[src/rtl/nyq_frame_packer.sv]
// Packs one sample per NYQ counter phase (7 down to 0) into an 8-slot frame and
// presents each completed frame on a valid/ready port. Optional phase check: NYQ_PHASE_CHECK_EN.
module nyq_frame_packer #(
    parameter int DATA_W = 8
) (
    input  logic                  Clk_CI,
    input  logic                  Rst_RBI,
    input  logic                  En_SI,
    input  logic [2:0]            Cnt_In_DI,
    input  logic [DATA_W-1:0]     Smp_In_DI,
    input  logic                  Smp_Valid_SI,
    output logic [8*DATA_W-1:0]   Frm_Out_DO,
    output logic                  Frm_Valid_SO,
    input  logic                  Frm_Ready_SI,
    output logic                  Sync_SO,
    output logic                  Ovf_SO,
    output logic                  Err_SO
);

    localparam logic [0:0] ST_SYNC = 1'b0;
    localparam logic [0:0] ST_FILL = 1'b1;

    logic [0:0]          state_q, state_d;
    logic [8*DATA_W-1:0] buf_q, buf_d;
    logic [8*DATA_W-1:0] frm_q, frm_d;
    logic                frm_valid_q, frm_valid_d;
    logic                ovf_q, ovf_d;
    logic                err_q, err_d;
`ifdef NYQ_PHASE_CHECK_EN
    logic [2:0]          exp_q, exp_d;
`endif

    logic       accept;
    logic       wr_en;
    logic       complete;
    logic       load;
    logic [7:0] slot_we;

    assign accept = En_SI & Smp_Valid_SI;

    always_comb begin
        state_d  = state_q;
        wr_en    = 1'b0;
        complete = 1'b0;
        err_d    = 1'b0;
`ifdef NYQ_PHASE_CHECK_EN
        exp_d    = exp_q;
`endif
        if (accept) begin
            if (state_q == ST_SYNC) begin
                if (Cnt_In_DI == 3'd7) begin
                    wr_en   = 1'b1;
                    state_d = ST_FILL;
`ifdef NYQ_PHASE_CHECK_EN
                    exp_d   = 3'd6;
`endif
                end
            end else begin
`ifdef NYQ_PHASE_CHECK_EN
                if (Cnt_In_DI != exp_q) begin
                    // A mismatching phase 7 restarts a frame immediately.
                    err_d   = 1'b1;
                    state_d = ST_SYNC;
                    if (Cnt_In_DI == 3'd7) begin
                        wr_en   = 1'b1;
                        state_d = ST_FILL;
                        exp_d   = 3'd6;
                    end
                end else begin
                    wr_en = 1'b1;
                    exp_d = exp_q - 3'd1;
                    if (Cnt_In_DI == 3'd0) begin
                        complete = 1'b1;
                        state_d  = ST_SYNC;
                    end
                end
`else
                wr_en = 1'b1;
                if (Cnt_In_DI == 3'd0) begin
                    complete = 1'b1;
                    state_d  = ST_SYNC;
                end
`endif
            end
        end
    end

    // buf_d already holds the closing sample, so it is the completed frame.
    for (genvar gi = 0; gi < 8; gi++) begin : g_slot
        assign slot_we[gi] = wr_en && (Cnt_In_DI == 3'(gi));
        assign buf_d[gi*DATA_W +: DATA_W] = slot_we[gi] ? Smp_In_DI
                                                        : buf_q[gi*DATA_W +: DATA_W];
    end

    assign load = complete & (~frm_valid_q | Frm_Ready_SI);

    always_comb begin
        frm_d       = load ? buf_d : frm_q;
        frm_valid_d = load | (frm_valid_q & ~Frm_Ready_SI);
        ovf_d       = ovf_q | (complete & ~load);
    end

    always_ff @(posedge Clk_CI or posedge Rst_RBI) begin
        if (Rst_RBI) begin
            state_q     <= ST_SYNC;
            buf_q       <= '0;
            frm_q       <= '0;
            frm_valid_q <= 1'b0;
            ovf_q       <= 1'b0;
            err_q       <= 1'b0;
`ifdef NYQ_PHASE_CHECK_EN
            exp_q       <= 3'd0;
`endif
        end else begin
            state_q     <= state_d;
            buf_q       <= buf_d;
            frm_q       <= frm_d;
            frm_valid_q <= frm_valid_d;
            ovf_q       <= ovf_d;
            err_q       <= err_d;
`ifdef NYQ_PHASE_CHECK_EN
            exp_q       <= exp_d;
`endif
        end
    end

    assign Frm_Out_DO   = frm_q;
    assign Frm_Valid_SO = frm_valid_q;
    assign Sync_SO      = (state_q == ST_FILL);
    assign Ovf_SO       = ovf_q;
    assign Err_SO       = err_q;

endmodule
[config.mk]
export PLATFORM = sky130hd
export DESIGN_NAME = nyq_frame_packer
export DESIGN_NICKNAME = d
export VERILOG_FILES = /design/src/rtl/nyq_frame_packer.sv
export SDC_FILE = /design/constraint.sdc
export NUM_CORES = 1
export LEC_CHECK = 0
export ABC_AREA = 1
export CAP_MARGIN = 30
export CORE_AREA = 2 2 114 116
export CTS_CLUSTER_DIAMETER = 150
export DETAILED_ROUTE_END_ITERATION = 10
export DIE_AREA = 0 0 116 118
export PLACE_DENSITY = 0.76
export SYNTH_ARGS = -nofsm -noshare
export SYNTH_HDL_FRONTEND = slang
export SYNTH_SLANG_ARGS = --single-unit
[constraint.sdc]
create_clock -name Clk_CI -period 4.4 [get_ports Clk_CI]
set_input_delay 0.44 -clock Clk_CI [delete_from_list [all_inputs] [get_ports Clk_CI]]
set_output_delay 0.44 -clock Clk_CI [all_outputs]
set_load 0.1 [all_outputs]
# Word level (Yosys, flattened, before mapping)
# Cells that the tools add are included.
# op_classes
n_mul	0
bitwise	10
magnitude_cmp	0
eq_ne	7
muxes	16
add_sub_neg	0
n_shift	0
reduce_logical	9
div_mod_pow	0
# ops
op	count
$mux 8	8
$eq 3x3->1 const B	4
$logic_and 1x1->1	8
$mux 1	8
$eq 3x2->1 const B	2
$and 1x1->1	4
$eq 3x1->1 const B	1
$logic_not 3->1	1
$not 1->1	3
$or 1x1->1	3
# word_totals
latchBits	0
regBits	131
romBits	0
n_memories	0
mem_bits_rw	0
output_inout_bits	68

# Logic depth before layout (Yosys ltp)
# depth
word_depth	8
depth_mapped	9
mapped_depth_nobuf	7

# Worst setup path before layout
# No wires, ideal clock.
# synth_timing
path_kind	reg2reg
start	register state_q (netlist: Sync_SO)
end	register frm_q[10] (netlist: Frm_Out_DO[10])
path_stages_with_launch	9
t_required_ns	4.332
path_buffers	2
arrival_time_ns	1.893
period_less_slack_ns	1.961
slack_ns	2.439
cell_sequence	dfrtp_1 inv_2 nor2_1 nand3_1 nor2_1 buf_4 buf_2 nand3_1 nand2_1
# synth_between
elab_chain_len	4
word_cells_on_any_way	7
# synth_rtl
element	line_no	rtl
from (decl)	23	logic [0:0] state_q, state_d;
from (signal assigned)	115	state_q <= state_d;
$mux 1	50	if (state_q == ST_SYNC) begin
$mux 1	49	if (accept) begin
$logic_and 1x1->1	90	assign slot_we[gi] = wr_en && (Cnt_In_DI == 3'(gi));
$mux 8	91	assign buf_d[gi*DATA_W +: DATA_W] = slot_we[gi] ? Smp_In_DI
to (signal assigned)	117	frm_q <= frm_d;
to (decl)	25	logic [8*DATA_W-1:0] frm_q, frm_d;
# Parallel ways exist; a longest one is shown, timed or not.
# A chain may end at the register's enable or synchronous reset.

# Worst setup path in the final report
# layout_timing
start	input port Cnt_In_DI[2]
end	register frm_q[53] (netlist: Frm_Out_DO[53])
# layout_between
elab_chain_len	6
word_cells_on_any_way	12
# layout_rtl
element	line_no	rtl
from (decl)	9	input logic [2:0] Cnt_In_DI,
$eq 3x3->1	51	if (Cnt_In_DI == 3'd7) begin
$mux 1	51	
$mux 1	50	
$mux 1	49	
$logic_and 1x1->1	90	
$mux 8	91	
# Parallel ways exist; a longest one is shown, timed or not.

==> results.json <==
{
  "hpwlAfterDp_um": 8160,
  "cts_hold_buf": 0,
  "die_area_mm2": 0.0137,
  "synthArstFlopShare": 1.00,
  "synth_nets": 619,
  "area_growth_pct": 29.5,
  "grt_max_degree": 78,
  "ys.flop_type": "dfrtp_1",
  "vias": 4347,
  "ant_nets": 0,
  "boundaryPins": 84,
  "htree_levels": 4,
  "maxSlewViolCount": 0,
  "synthCells": 603,
  "synth_largest_area_cell": "dfrtp_1",
  "clk_path_buf_depth": 2,
  "tightest_slew_ns": 1.01,
  "synth-seq-area-share": 0.601,
  "antenna_found_initial": 0,
  "power_uw": 5440,
  "end_kind": "flip-flop",
  "synth-seq-cells": 131,
  "drive_gt1_frac": 0.0831,
  "regArea_mm2": 0.00328,
  "maxCapViolations": 0,
  "finalHoldViolCount": 0,
  "post_cts_buffers": 0,
  "io_buffers": 82,
  "dr.pass1.iters": 7,
  "gp_congestion": 0.872,
  "initial_core_util": 0.439,
  "diodes": 0,
  "p_leak_uw": 0.00349,
  "dp_cells": 837,
  "cts_made_buffers": 17,
  "clkLatencyLatePin_ns": 0.41,
  "final.setup_skew_ns": 0.00651,
  "synth-edff-count": 0,
  "route.detailed.drc": 0,
  "cts_tree": "built",
  "syn_avg_cell_area_um2": 9.04,
  "n_fill_cell": 1107,
  "yosys_warnings": 0,
  "drt-initial-drc-count": 266,
  "rsz0062_at_grt": "no",
  "routed_wl_um": 12800,
  "path_class": "input port to flip-flop",
  "cts.sink_count": 131,
  "grt_pass1_wl_um": 21800,
  "setup.worst_path.start_class": "input port",
  "clk_pin_slew_ns": 0.05,
  "syn_area_mm2": 0.00545,
  "layout_min_cycle_time_ns": 2.67,
  "final_cell_mix": "nand2_1 (222), dfrtp_1 (131), clkdlybuf4s50_1 (82)",
  "tns_ns": 0,
  "status": "finished clean",
  "final_nets": 701,
  "fmax_ghz": 0.374,
  "cts_root_buf": "clkbuf_16",
  "hp-class": "input port to asynchronous set/reset pin",
  "required_ns": 4.75,
  "wire_per_inst_um": 14.8,
  "setup_viol": 0,
  "layout_commonest_cell": "nand2_1",
  "core.rowCount": 41,
  "finalCritPeriodShare": 0.608,
  "core_mm2": 0.0124,
  "cp.arrival_ns": 3.03,
  "yosysTopAreaCellShare": 0.601,
  "globalRouteOverflowTotal": 0,
  "post-route-util": 0.569,
  "grt_pass1_vias": 4338,
  "vdd_ir_drop_max_mv": 0.397,
  "maxSlewHeadroom": 0.325,
  "crit_path_max_fanout": 64,
  "multi_input_area_mm2": 0.00182,
  "layout.cells.non_filler": 870,
  "die_y_um": 118,
  "synth.distinct_cells": 22,
  "p_per_area_mw_per_mm2": 771,
  "setup_slack_ns": 1.73,
  "die_width_um": 116,
  "place_ws_ns": 1.33,
  "synthTopCellsByArea": "dfrtp_1 (60%), nand2_1 (15%), nand4_1 (4.7%), and2_1 (4.6%), nand3_1 (4.1%)",
  "avgViaCountPerCell": 5.00,
  "grt_use_total": 0.206,
  "cts.repair.resized": 0
}
## sequential cells by signal (all words and copies together), names as in the netlist
name and flops:
Frm_Out_DO 64, Frm_Valid_SO 1, Ovf_SO 1, Sync_SO 1
buf_q 64
## kinds of logic after synthesis
logic type             after synthesis  share of synthesized area
AO/OA/AOI/OAI                       26                     0.0296
buffers and inverters               85                     0.0659
flip-flops                         131                      0.601
other                                1                   0.000688
AND/OR/NAND/NOR                    360                      0.303
## where the power goes
part | total [uW] | leakage (uW) | switching [uW] | internal [uW]
logic | 2320 | 0.00160 | 1800 | 523
clock network | 1430 | 0.000302 | 498 | 928
registers | 1700 | 0.00159 | 156 | 1540
## routing by layer
metal	vias up	routed length (um)	track usage
met2	156	6010	0.306
met4	0	171	0.0618
met3	19	917	0.0659
li1	2084	-	-
met1	2088	5750	0.289
met5	-	0	0
## synth_stat cells (4+ instances only)
cell type / n
nand3_1: 45
o21ai_2: 7
inv_1: 54
clkbuf_1: 8
inv_2: 4
buf_4: 7
nand2_1: 222
and2_1: 40
buf_2: 11
dfrtp_1: 131
nor2_1: 5
o21ai_1: 8
nand4_1: 41
o21ai_0: 9
## stage by stage
step	hold WS, ns	area, um^2
finish	0.242	7060
global route	0.228	7060
CTS	0.473	7030
detailed placement	0.460	6430
global placement	0.454	6410
floorplan	0.443	5450
## worst paths after layout
path | from | to | slack [ns] | depth (start not counted)
max in group asynchronous | Rst_RBI | Frm_Out_DO[15]$_DFFE_PP0P_ | 3.29 | 4
hold / removal | Rst_RBI | Frm_Out_DO[28]$_DFFE_PP0P_ | 0.24 | 2
setup reg to reg | Sync_SO$_DFFE_PP0P_ | Frm_Out_DO[53]$_DFFE_PP0P_ | 1.91 | 7
min in group Clk_CI | buf_q[1]$_DFF_PP0_ | buf_q[1]$_DFF_PP0_ | 0.47 | 2
setup / recovery | Cnt_In_DI[2] | Frm_Out_DO[53]$_DFFE_PP0P_ | 1.73 | 7
hold reg to reg | buf_q[1]$_DFF_PP0_ | buf_q[1]$_DFF_PP0_ | 0.47 | 2
## critical path, stage by stage
cell and delay, ns:
clkdlybuf4s50_1 0.55, inv_2 0.22, nand3_1 0.63, nor2_4 0.29, buf_4 0.58, nand3_1 0.18, nand2_1 0.09
## layout make-up
type / instances / area share
clock inverter: 11 / 0.0188
inverter: 59 / 0.0317
timing repair buffer: 89 / 0.130
clock buffer: 21 / 0.0666
sequential: 131 / 0.464
tap: 172 / 0.0305
multi-input combinational: 387 / 0.258
No activity file was read; power rests on OpenSTA's default activity.
